<file path="config.mk">
export PLATFORM = sky130hd
export DESIGN_NAME = eth_tx_arbiter
export DESIGN_NICKNAME = d
export VERILOG_FILES = /design/src/rtl/eth_tx_arb_pkg.sv /design/src/rtl/eth_arb_timer.sv /design/src/rtl/eth_tx_arbiter.sv
export SDC_FILE = /design/constraint.sdc
export NUM_CORES = 1
export LEC_CHECK = 0
export BUFFER_PORTS_ARGS = -buffer_cell sky130_fd_sc_hd__buf_2
export CORE_MARGIN = 4
export CORE_UTILIZATION = 52
export CTS_BUF_LIST = sky130_fd_sc_hd__clkbuf_4
export DETAILED_ROUTE_END_ITERATION = 16
export PLACE_DENSITY = 0.94
export SKIP_LAST_GASP = 1
export SYNTH_ARGS = -nofsm -noshare
export SYNTH_HDL_FRONTEND = slang
export SYNTH_SLANG_ARGS = --single-unit
export TNS_END_PERCENT = 5
</file>
<file path="constraint.sdc">
create_clock -name i_clk -period 3.34 [get_ports i_clk]
set_input_delay 0.167 -clock i_clk [delete_from_list [all_inputs] [get_ports i_clk]]
set_output_delay 0.167 -clock i_clk [all_outputs]
set_load 0.01 [all_outputs]
</file>
<file path="src/rtl/eth_tx_arb_pkg.sv">
// Shared types and defaults for the two-source Ethernet TX arbiter.
package eth_tx_arb_pkg;

   typedef enum logic [1:0] {
      IDLE   = 2'd0,
      GRANT0 = 2'd1,
      GRANT1 = 2'd2,
      GAP    = 2'd3
   } arb_state_t;

   localparam int unsigned IFG_CYCLES_DEFAULT     = 12;
   localparam int unsigned TIMEOUT_CYCLES_DEFAULT = 1024;

   // Counter widths cover the full legal range of each parameter.
   localparam int unsigned IFG_W = 8;
   localparam int unsigned WD_W  = 16;

endpackage

</file>
<file path="src/rtl/eth_arb_timer.sv">
// Loadable down-counter with zero flag; used for the inter-frame gap and the stall watchdog.
module eth_arb_timer
   import eth_tx_arb_pkg::*;
#(
   parameter int unsigned WIDTH = IFG_W
) (
   input  logic             i_clk,
   input  logic             rst,
   input  logic             i_load,
   input  logic [WIDTH-1:0] i_load_val,
   input  logic             i_dec,
   output logic [WIDTH-1:0] o_count,
   output logic             o_zero
);

   logic [WIDTH-1:0] r_count;

   // Load wins over decrement; the count holds at zero.
   always_ff @(posedge i_clk or posedge rst) begin
      if (rst) begin
         r_count <= '0;
      end else if (i_load) begin
         r_count <= i_load_val;
      end else if (i_dec && (r_count != '0)) begin
         r_count <= r_count - 1'b1;
      end
   end

   assign o_count = r_count;
   assign o_zero  = (r_count == '0);

endmodule

</file>
<file path="src/rtl/eth_tx_arbiter.sv">
// Frame-atomic round-robin arbiter merging two byte streams onto one Ethernet TX stream,
// with an enforced inter-frame gap. Optional stall watchdog: ETH_TX_ARB_WATCHDOG_EN.
module eth_tx_arbiter
   import eth_tx_arb_pkg::*;
#(
   parameter int unsigned IFG_CYCLES     = IFG_CYCLES_DEFAULT,
   parameter int unsigned TIMEOUT_CYCLES = TIMEOUT_CYCLES_DEFAULT
) (
   input  logic       i_clk,
   input  logic       rst,
   input  logic       i_s0_valid,
   input  logic [7:0] i_s0_data,
   input  logic       i_s0_last,
   output logic       o_s0_ready,
   input  logic       i_s1_valid,
   input  logic [7:0] i_s1_data,
   input  logic       i_s1_last,
   output logic       o_s1_ready,
   output logic       o_tx_valid,
   output logic [7:0] o_tx_data,
   output logic       o_tx_last,
   input  logic       i_tx_ready,
   output logic [1:0] o_grant,
   output logic       o_tx_abort
);

   localparam logic [IFG_W-1:0] IFG_LOAD = IFG_W'(IFG_CYCLES);

   if (IFG_CYCLES > 255) begin : g_bad_ifg
      $error("IFG_CYCLES must be 0..255");
   end
   if ((TIMEOUT_CYCLES < 1) || (TIMEOUT_CYCLES > 65535)) begin : g_bad_timeout
      $error("TIMEOUT_CYCLES must be 1..65535");
   end

   arb_state_t       r_state;
   logic             r_last_grant;  // 0: s0 was granted last, 1: s1
   logic             r_abort;
   logic             w_gnt0, w_gnt1, w_in_grant;
   logic             w_src_valid, w_src_last, w_beat, w_frame_end;
   logic             w_req0, w_req1;
   logic [1:0]       w_disc;
   logic             w_wd_abort;
   logic [IFG_W-1:0] w_ifg_cnt;
   logic             w_ifg_zero, w_gap_done;

   assign w_gnt0      = (r_state == GRANT0);
   assign w_gnt1      = (r_state == GRANT1);
   assign w_in_grant  = w_gnt0 | w_gnt1;
   assign w_src_valid = w_gnt0 ? i_s0_valid : (w_gnt1 & i_s1_valid);
   assign w_src_last  = w_gnt0 ? i_s0_last : i_s1_last;
   assign w_beat      = w_src_valid & i_tx_ready;
   assign w_frame_end = w_beat & w_src_last;
   assign w_req0      = i_s0_valid & ~w_disc[0];
   assign w_req1      = i_s1_valid & ~w_disc[1];

   assign o_tx_valid = w_src_valid;
   assign o_tx_data  = w_gnt0 ? i_s0_data : (w_gnt1 ? i_s1_data : 8'h00);
   assign o_tx_last  = w_gnt0 ? i_s0_last : (w_gnt1 & i_s1_last);
   assign o_s0_ready = (w_gnt0 & i_tx_ready) | w_disc[0];
   assign o_s1_ready = (w_gnt1 & i_tx_ready) | w_disc[1];
   assign o_grant    = {w_gnt1, w_gnt0};
   assign o_tx_abort = r_abort;

   // Gap counter: loaded with IFG_CYCLES when a frame ends, counts down through GAP.
   eth_arb_timer #(
      .WIDTH (IFG_W)
   ) u_ifg_timer (
      .i_clk      (i_clk),
      .rst        (rst),
      .i_load     (w_frame_end | w_wd_abort),
      .i_load_val (IFG_LOAD),
      .i_dec      (r_state == GAP),
      .o_count    (w_ifg_cnt),
      .o_zero     (w_ifg_zero)
   );

   assign w_gap_done = (w_ifg_cnt == IFG_W'(1)) | w_ifg_zero;

`ifdef ETH_TX_ARB_WATCHDOG_EN
   localparam logic [WD_W-1:0] WD_LOAD = WD_W'(TIMEOUT_CYCLES);

   logic            w_stall;
   logic [WD_W-1:0] w_wd_cnt;
   logic            w_wd_zero;
   logic [1:0]      r_disc;
   logic [1:0]      w_disc_clr;

   // Only a granted source holding valid low counts; backpressure reloads the count.
   assign w_stall = w_in_grant & ~w_src_valid;

   eth_arb_timer #(
      .WIDTH (WD_W)
   ) u_wd_timer (
      .i_clk      (i_clk),
      .rst        (rst),
      .i_load     (~w_stall),
      .i_load_val (WD_LOAD),
      .i_dec      (w_stall),
      .o_count    (w_wd_cnt),
      .o_zero     (w_wd_zero)
   );

   assign w_wd_abort = w_stall & ((w_wd_cnt == WD_W'(1)) | w_wd_zero);
   assign w_disc_clr = {i_s1_valid & i_s1_last, i_s0_valid & i_s0_last} & r_disc;

   // Discard flag: set for the aborted source, dropped once its last byte is swallowed.
   always_ff @(posedge i_clk or posedge rst) begin
      if (rst) begin
         r_disc <= 2'b00;
      end else begin
         r_disc <= (r_disc & ~w_disc_clr) | ({w_gnt1, w_gnt0} & {2{w_wd_abort}});
      end
   end

   assign w_disc = r_disc;
`else
   assign w_wd_abort = 1'b0;
   assign w_disc     = 2'b00;
`endif

   // Arbitration FSM: grant in IDLE only, hold for a whole frame, then enforce the gap.
   always_ff @(posedge i_clk or posedge rst) begin
      if (rst) begin
         r_state      <= IDLE;
         r_last_grant <= 1'b1;
         r_abort      <= 1'b0;
      end else begin
         r_abort <= 1'b0;
         case (r_state)
            IDLE: begin
               if (w_req0 && (!w_req1 || r_last_grant)) begin
                  r_state      <= GRANT0;
                  r_last_grant <= 1'b0;
               end else if (w_req1) begin
                  r_state      <= GRANT1;
                  r_last_grant <= 1'b1;
               end
            end
            GRANT0, GRANT1: begin
               if (w_frame_end || w_wd_abort) begin
                  r_abort <= w_wd_abort;
                  r_state <= (IFG_CYCLES == 0) ? IDLE : GAP;
               end
            end
            GAP: begin
               if (w_gap_done) begin
                  r_state <= IDLE;
               end
            end
            default: r_state <= IDLE;
         endcase
      end
   end

   // w_in_grant feeds only the watchdog; keep it referenced in the default build too.
   logic w_unused;
   assign w_unused = w_in_grant;

endmodule

</file>
==> impl_results.md, run 1 <==
- Gate Count Post-Synth: 97
- Fillers: roughly 120
- Core Area: about 1600 um2
- Vias post-DR: 876
- Syn nets: roughly 130
- Worst setup startpoint: r_state[1]
- Global-route wire length before repair: around 3700 um
- R2R cell count: 6
- Clk buf depth: 2
- Worst vdd ir: about 0.51 mV
- Synthesized area per cell: roughly 9.2 um2
- Critical R2R Launch: r_state[1]
- WL final: about 2200 um
- Setup Crit Path Kind: reg -> reg
- Remaining DRCs: 0
- Worst Setup End Kind: flip-flop
- Final setup violation count: 0
- GR Overflow Total: 0
- Ant. Diodes: 0
- # port buffers: 36
- Worst Skew: 0.002204 ns
- Fmax: approximately 450 MHz
- Initial antenna violation count: 0
- Synth top area cells: dfrtp_1 (28%), ha_1 (11%), a22o_1 (7.9%)
- Critical Path RT: between 3 and 4 ns
- Synth top area share: 0.2817
- Layout area overhead: 23.66%
- PnR worst setup slack: ~1.1 ns
- Sink Count: 11
- Die footprint: approximately 2400 um2
- Largest net degree at the start of global routing: 16
- # H-tree levels: 1
- Starting Density: 0.5698
- Final slew viol count: 0
- Area after DPL: roughly 1100 um2
- Critical hold path startpoint: i_s0_valid
- Final TNS setup: 0 ns
- Final Hold Fails: 0
- CTS resizes: 0
- Sequential fraction of the synthesis area: 0.3113
- FF+latch count, synth: 11
- GRT Util Overall: 0.1978
- CP peak stage delay: approximately 0.45 ns
- Critical path peak fanout: 15
- P_leak: approximately 0.00056 uW
- MaxCap Viol Count: 0
- Post-synth top cells: dfrtp_1 (10), nor2_1 (9), a22o_1 (8), ha_1 (8), inv_1 (8)
- Via-per-instance ratio: between 5 and 6
- Dominant synthesized flop cell: dfrtp_1
- Final min period: around 2.2 ns
- CP arrival: approximately 2.4 ns
- Critical path launch point type: flip-flop
- Reg clk slew, reported paths: around 0.07 ns
- Number of synthesized flops with an enable pin: 0
- TritonCTS clock tree: done
- Yosys top cell by area: dfrtp_1
- Cell area after layout: 1099 um2
- Die Span Y: 49.33 um
- Num CTS Buffers: 3
- Count of cell types in the netlist: 37
- Fraction of registers with async set/reset: 1.000
- Io pins: 38
- RSZ-0062 raised after global routing: false
- DR WL/cell: between 10 and 15 um
- Status: complete, no violations
- Post-layout util: 0.7047
- Dpl hpwl: between 1500 and 2000 um
- Die X: between 40 and 50 um
- Nets@finish: approximately 170
- Slowest cell on crit path: ha_1
- Tightest Pin Transition: roughly 0.84 ns
- Post-route ant nets: 0
- YS warnings: 0
- Post-Syn Area: 888.4 um2
- Slew margin rel.: 0.4389
- Count leader, synth: dfrtp_1
- Row cnt: 14
- Period Utilization, post-route: 0.6710
- Power, Total: 1006 uW
- TritonRoute pass-1 iters: 4
- DP Worst Slack: about 1.1 ns
- Crit-path cells: inv_1, ha_1, nand2_1, a221o_2, a2111oi_4, a2bb2oi_1
- Placer congestion estimate: between 0.8 and 0.9
- Worst-Skew Late Latency: 0.27 ns
- DRT iter0 DRCs: 14
- Vias in the first global route: 903
- PwrDens: 916.0 nW/um2
- Hold Path Class: in -> reg
- CTS root buf: clkbuf_4
- Worst hold path stage count: 2
- Share of layout cells above drive strength 1: 0.3534
[critical path: cells and delay by family (launching register included)]
kind | cells | cell delay (ns)
buf+inv | 1 | 0.14
compound gates | 3 | 0.94
fa+ha+maj | 1 | 0.45
simple gates | 1 | 0.16
flops | 1 | 0.41
[report_power, final]
| part | total, uW | switching (uW) | internal, uW |
|---|---|---|---|
| clock | 99.2 | 44.8 | 54.4 |
| combinational | 628 | 338 | 290 |
| sequential | 279 | 78.5 | 200 |
| total | 1010 | 462 | 545 |
[cell usage in the layout (no fill, tap or decap), types with 4 or more instances in the layout]
cell type | synthesis | layout
a22o_1 | 8 | 8
nand2_1 | 7 | 7
ha_1 | 8 | 8
clkbuf_4 | 0 | 4
nand4_1 | 4 | 4
dfrtp_1 | 10 | 10
nor2_1 | 9 | 9
buf_2 | 0 | 36
inv_1 | 8 | 8
xor2_1 | 5 | 5
[cell families after synthesis]
| logic type | Yosys count | share of synthesized area |
|---|---|---|
| and+or+nand+nor | 33 | 0.2000 |
| AOI/OAI and AO/OA | 25 | 0.2451 |
| buffers and inverters | 13 | 0.06761 |
| DFF | 11 | 0.3113 |
| adders and majority gates | 8 | 0.1127 |
| xor gates and xnor gates | 6 | 0.05915 |
| other | 1 | 0.004221 |
[state kept, by name, indices dropped and copies added (netlist names)]
register             cells
u_ifg_timer.o_count      8
r_state                  2
r_last_grant             1
[area by class of cell]
type                       instances  area, um2  area share
multi-input combinational         73      551.8      0.5023
sequential                        11      276.5      0.2517
timing repair buffer              37      190.2      0.1731
clock buffer                       4      30.03     0.02733
inverter                           8      30.03     0.02733
tap                               16      20.02     0.01822
[metrics by stage]
| step | hold WS, ns | cells |
|---|---|---|
| floorplan | 0.01872 | 97 |
| global placement | 0.1674 | 144 |
| detailed placement | 0.1827 | 144 |
| CTS | 0.08641 | 149 |
| global route | 0.08772 | 149 |
| finish | 0.09004 | 149 |
[repair_timing]
| item | CTS | global route |
|---|---|---|
| hold endpoints to repair | 10 | 0 |
| endpoints found under the setup margin | 0 | 0 |
| hold buffers | 1 | 0 |
| setup buffers | 0 | 0 |
[metal layers]
metal | up-vias | global-route usage | share of wire
met1 | 395 | 0.2191 | 0.38
li1 | 422 | - | -
met5 | - | 0 | 0
met4 | 0 | 0.1185 | 0.026
met2 | 52 | 0.3571 | 0.52
met3 | 7 | 0.02141 | 0.066
[worst paths after layout]
kind,to,slack (ns)
max in group asynchronous,r_last_grant,2.57
hold / removal,r_last_grant,0.09
setup / recovery,r_state[0],1.10
setup reg to reg,r_state[0],1.10
hold reg to reg,r_last_grant,0.53
min in group asynchronous,u_ifg_timer.o_count[6],0.44
Power figures use the tool's default switching activity.
==> run 2, diff against run 1 <==
Settings changed: ABC_AREA set to 1, CORE_UTILIZATION 52 to 50, PLACE_DENSITY 0.94 to 0.89.
Clock period 3.34 ns to 2.1 ns, I/O delays scaled along.
==> impl_results.md, run 2 <==
- Status: complete, no violations
- Core Area: 1802 um2 (+16%)
- Cell area after layout: 1217 um2 (+11%)
- Dominant synthesized flop cell: dfrtp_1
- Sequential fraction of the synthesis area: 0.2776 (-0.03363)
- Reg clk slew, reported paths: 0.08 ns (about the same)
- Count of cell types in the netlist: 22 (-41%)
- Remaining DRCs: 0 (unchanged)
- Layout area overhead: 22.24%
- Worst Skew: 0.005443 ns (+0.003239 ns)
- Critical R2R Launch: r_state[1]
- FF+latch count, synth: 11 (unchanged)
- PnR worst setup slack: 0.2355 ns (-0.8634 ns)
- Critical path peak fanout: 11 (-4)
- Die footprint: 2770 um2 (+14%)
- Vias post-DR: 1,092 (+25%)
- Area after DPL: 1177 um2 (+11%)
- Placer congestion estimate: 0.8649 (+3.5%)
- Post-layout util: 0.6757 (-0.02896)
- TritonCTS clock tree: done
- Setup Crit Path Kind: reg -> reg
- Hold_ws: 0.2073 ns (+0.1173 ns)
- Highest Signal Layer: met4
- Final min period: 1.865 ns (-0.3766 ns)
- PwrDens: 1315 nW/um2 (+44%)
- DR WL met3: 140 um (-4.8%)
- Die X: 52.63 um (+6.7%)
- Worst vdd ir: 0.7736 mV (+52%)
- Starting Density: 0.5528 (-0.01705)
- Io pins: 38 (unchanged)
- Met2 wire len: 1359 um (+17%)
- Post-CTS Hold Fix Bufs: 1 (unchanged)
- Critical path launch point type: flip-flop
- Most common cell after layout, fill and taps aside: nand2_1
- Post-route ant nets: 0 (unchanged)
- MaxCap Viol Count: 0 (unchanged)
- TritonRoute pass-1 iters: 6 (+2)
- Sink Count: 11 (unchanged)
- RSZ-0062 raised after global routing: false
- Die Span Y: 52.63 um (+6.7%)
- Max reg flops: 8 (unchanged)
- Gate Count Post-Synth: 152 (+57%)
- CP arrival: 2.02 ns (-0.36 ns)
- Row cnt: 15 (+1)
- CTS resizes: 0 (unchanged)
- Post-Syn Area: 996.0 um2 (+12%)
- Critical hold path startpoint: i_s0_valid
- Final TNS setup: 0 ns (unchanged)
- Final slew viol count: 0 (unchanged)
- Clk buf depth: 2 (unchanged)
- Most frequent cells in the layout: nand2_1 (45), buf_2 (36), nand3_1 (22)
- # H-tree levels: 1 (unchanged)
- Num CTS Buffers: 3 (unchanged)
- Worst-Skew Late Latency: 0.27 ns (about the same)
- Share of layout cells above drive strength 1: 0.2910 (-0.06238)
- Yosys top cell by area: dfrtp_1
- Hold EP: r_last_grant
- # port buffers: 36 (unchanged)
- Syn nets: 183 (+43%)
- Initial antenna violation count: 0 (unchanged)
- Count leader, synth: nand2_1
- Final setup violation count: 0 (unchanged)
- YS warnings: 0 (unchanged)
- Largest net degree at the start of global routing: 12 (-4)
- R2R Setup Slk: 0.24 ns (-0.86 ns)
- GR Overflow Total: 0 (unchanged)
- Ant. Diodes: 0 (unchanged)
- Setup bufs post-CTS: 0 (unchanged)
- Nets@finish: 221 (+34%)
- Via-per-instance ratio: 5.103 (-13%)
- Synth top area share: 0.2513 (-0.03043)
- Synthesized area per cell: 6.552 um2 (-28%)
- DP Worst Slack: 0.2385 ns (-0.9037 ns)
- CTS root buf: clkbuf_4
- Vias in the first global route: 1,151 (+27%)
- Dpl hpwl: 2017 um (+15%)
- WL final: 2600 um (+17%)
- DRT iter0 DRCs: 24 (+10)
- Synth top area cells: dfrtp_1 (25%), nand2_1 (17%), nand3_1 (11%)
- Met1 wire length: 1033 um (+21%)
- Fraction of registers with async set/reset: 1.000 (unchanged)
- Post-synth top cells: nand2_1 (45), nand3_1 (22), inv_1 (19), dfrtp_1 (10), nor2_1 (10)
- DR WL/cell: 12.15 um (-18%)
- Critical Path RT: 2.26 ns (-1.22 ns)
- Worst Setup End Kind: flip-flop
- Worst hold path stage count: 4 (+2)
- Period Utilization, post-route: 0.8879 (+0.2169)
- Hold Path Class: in -> reg
- Fmax: 536.3 MHz (+20%)
- Global-route wire length before repair: 4540 um (+24%)
- Final Hold Fails: 0 (unchanged)
- GRT Util Overall: 0.2167 (+0.01887)
- R2R Path End: u_ifg_timer.o_count[0]
- Number of synthesized flops with an enable pin: 0 (unchanged)
- R2R cell count: 8 (+2)
- P_leak: 0.0007428 uW (+34%)
run 2: cell count changes after synthesis, sizes merged, moves of 2 or more:
cell,previous run,this run
a211oi,2,0
a21oi,3,0
a22o,8,0
buf,3,5
inv,8,25
nand2,7,47
nand2b,2,0
nand3,0,25
nand4,4,2
o211ai,2,0
o21ai,1,9
xor2,5,3
run 2: area by class of cell:
cell class | count | area [um2]
Inverter | 25 | 93.84
Timing Repair Buffer | 40 | 212.7
Multi-Input combinational cell | 109 | 573.1
Clock buffer | 4 | 30.03
Sequential cell | 11 | 276.5
Fill cell | 180 | 584.3
Tap cell | 25 | 31.28
run 2: where the power goes:
group | internal (uW) | leakage [uW] | total [uW] | switching [uW]
combinational | 397 | 0.000588 | 1060 | 660
sequential | 311 | 0.000137 | 382 | 71.0
clock | 86.4 | 0.0000184 | 162 | 75.2
total | 795 | 0.000743 | 1600 | 806
run 2: worst max path at each step:
stage               startpoint                     end  slack [ns]  cells after the start
floorplan           r_state[1]  u_ifg_timer.o_count[1]        0.57                      9
global placement    r_state[1]  u_ifg_timer.o_count[1]        0.37                      8
detailed placement  r_state[1]  u_ifg_timer.o_count[0]        0.24                      8
CTS                 r_state[1]  u_ifg_timer.o_count[0]        0.23                      8
global route        r_state[1]  u_ifg_timer.o_count[0]        0.04                      8
finish              r_state[1]  u_ifg_timer.o_count[0]        0.24                      8
run 2: layer usage:
layer,global-route usage,vias up
met5,0,-
met3,0.04843,12
met4,0.08085,0
met1,0.2270,486
met2,0.4112,50
li1,-,544
run 2: logic make-up (layout without fill, tap and decap cells):
group	count (synthesis)	after routing	share of synthesized area
AND/OR/NAND/NOR	87	87	0.3920
buffers and inverters	32	69	0.1470
flip-flops	11	11	0.2776
AO/OA/AOI/OAI	10	10	0.05276
adder cells (fa/ha/maj)	8	8	0.1005
XOR/XNOR	3	3	0.02639
other	1	1	0.003765
run 2: metrics by stage:
step,power (uW),std cells
after floorplan,1144,152
after global placement,1365,209
after detailed placement,1419,209
after CTS,1592,214
after global routing,1768,214
final,1601,214
run 2: worst max-delay path, cell delays in order (launching register included):
cell and delay [ns]:
dfrtp_1 0.41, inv_1 0.12, ha_1 0.31, inv_1 0.12, nand2_1 0.08, nand2_1 0.08, or2_1 0.39, nand2_1 0.17
o21ai_1 0.08
==> run 3, diff against run 2 <==
Settings changed: CAP_MARGIN set to 20, CORE_MARGIN 4 to 2, CORE_UTILIZATION 50 to 30, PLACE_DENSITY 0.89 to 0.61.
==> impl_results.md, run 3 (synthesized netlist as in run 2, its figures left out) <==
- Status: complete, no violations
- PwrDens: 1251 nW/um2 (-4.8%)
- Die footprint: 3797 um2 (+37%)
- Setup bufs post-CTS: 0 (unchanged)
- Cell area after layout: 1241 um2 (+2.0%)
- Worst Setup End Kind: flip-flop
- Final setup violation count: 0 (unchanged)
- Critical path launch point type: flip-flop
- Num CTS Buffers: 3 (unchanged)
- Internal power: 793.3 uW (-0.19%)
- Final slew viol count: 0 (unchanged)
- R2R cell count: 8 (unchanged)
- DRT iter0 DRCs: 46 (+92%)
- Critical Path RT: 2.26 ns (about the same)
- Worst-Skew Late Latency: 0.27 ns (about the same)
- Power, Total: 1553 uW (-3.0%)
- Dpl hpwl: 1716 um (-15%)
- Worst vdd ir: 0.5112 mV (-34%)
- Final TNS setup: 0 ns (unchanged)
- DR WL/cell: 9.124 um (-25%)
- Layout area overhead: 24.62%
- GR Overflow Total: 0 (unchanged)
- Reg clk slew, reported paths: 0.07 ns (about the same)
- Ant. Diodes: 0 (unchanged)
- Fmax: 533.2 MHz (-0.59%)
- NetSw: 759.7 uW (-5.7%)
- P_leak: 0.0007428 uW (unchanged)
- Post-layout util: 0.4000 (-0.2757)
- Io pins: 38 (unchanged)
- Reg power frac: 0.243 (+0.004)
- Hold Path Class: in -> reg
- Crit path capture: u_ifg_timer.o_count[4]
- Share of layout cells above drive strength 1: 0.2910 (unchanged)
- Final Hold Fails: 0 (unchanged)
- R2R Path End: u_ifg_timer.o_count[4]
- Core Area: 3103 um2 (+72%)
- Post-route ant nets: 0 (unchanged)
- MaxCap Viol Count: 0 (unchanged)
- Worst Skew: 0.002259 ns (-0.003184 ns)
- Post-CTS Hold Fix Bufs: 1 (unchanged)
- Remaining DRCs: 0 (unchanged)
- Max reg flops: 8 (unchanged)
- Nets@finish: 221 (unchanged)
- Final min period: 1.876 ns (+0.01100 ns)
- Worst setup startpoint: r_state[1]
- Die Span Y: 61.62 um (+17%)
- TritonRoute pass-1 iters: 4 (-2)
- # H-tree levels: 1 (unchanged)
- Clock share of power: 0.103 (+0.002)
- Starting Density: 0.3210 (-0.2318)
- Largest net degree at the start of global routing: 12 (unchanged)
- GRT Util Overall: 0.1310 (-0.08574)
- Most frequent cells in the layout: nand2_1 (45), buf_2 (36), nand3_1 (22)
- Period Utilization, post-route: 0.8931 (+0.005237)
- R2R Setup Slk: 0.22 ns (about the same)
- Critical path peak fanout: 11 (unchanged)
- CP arrival: 2.03 ns (about the same)
- CTS root buf: clkbuf_4
- CTS resizes: 0 (unchanged)
- # port buffers: 36 (unchanged)
- Die X: 61.62 um (+17%)
- Most common cell after layout, fill and taps aside: nand2_1
- Critical R2R Launch: r_state[1]
- Setup Crit Path Kind: reg -> reg
- Placer congestion estimate: 0.7770 (-10%)
- Fillers: 328 (+82%)
- Vias post-DR: 987 (-9.6%)
- Gate power share: 0.654 (-0.006)
- TritonCTS clock tree: done
- Sink Count: 11 (unchanged)
- Clk buf depth: 2 (unchanged)
- Area after DPL: 1201 um2 (+2.0%)
- Via-per-instance ratio: 4.236 (-17%)
- WL final: 2126 um (-18%)
- RSZ-0062 raised after global routing: false
- Vias in the first global route: 935 (-19%)
- Global-route wire length before repair: 3815 um (-16%)
- Net Sw Frac: 0.4892 (-0.01426)
- Worst hold path stage count: 4 (unchanged)
- Row cnt: 20 (+5)
- Initial antenna violation count: 0 (unchanged)
## run 3: cell type report
class                   count  area [um2]  area share
clock buffers               4       30.03     0.02419
flip-flops and latches     11       276.5      0.2228
multi-input cells         109       573.1      0.4617
repair buffers             40       212.7      0.1714
well taps                  44       55.05     0.04435
inverters                  25       93.84     0.07560
## run 3: how the worst min path moves through the flow
stage	from	endpoint	slack (ns)
after global routing	i_s0_valid	r_last_grant	0.13
after CTS	i_s0_valid	r_last_grant	0.13
after floorplan	rst	r_state[0]	-0.04
final	i_s0_valid	r_last_grant	0.14
after global placement	rst	u_ifg_timer.o_count[7]	0.13
after detailed placement	rst	u_ifg_timer.o_count[7]	0.13
## run 3: routing by layer
layer / GRT usage / vias to the layer above / part of all wire
met5: 0 / - / 0
met4: 0.04255 / 0 / 0.015
met3: 0.04412 / 5 / 0.033
met2: 0.2165 / 12 / 0.46
met1: 0.1597 / 430 / 0.49
li1: - / 540 / -
## run 3: per-stage QoR
stage	setup slack, ns	instances	hold slack (ns)
2_1_floorplan	0.5718	152	-0.04328
3_3_place_gp	0.3211	228	0.1276
3_5_place_dp	0.2430	228	0.1346
4_1_cts	0.2199	233	0.1318
5_1_grt	0.04071	233	0.1338
6_report	0.2245	233	0.1419
## run 3: power groups by stage
stage,registers (uW),logic (uW),clock network (uW)
global route,392,1170,180
finish,378,1020,160
floorplan,366,778,0
global placement,382,1030,0
CTS,377,1020,169
detailed placement,381,1010,0
## run 3: critical path, stage by stage, from the launching register on
cell and delay, ns:
dfrtp_1 0.42, inv_1 0.12, ha_1 0.33, inv_1 0.12, nand2_1 0.08, nand2_1 0.07
or2_1 0.38, nand2_1 0.17, o21ai_1 0.08
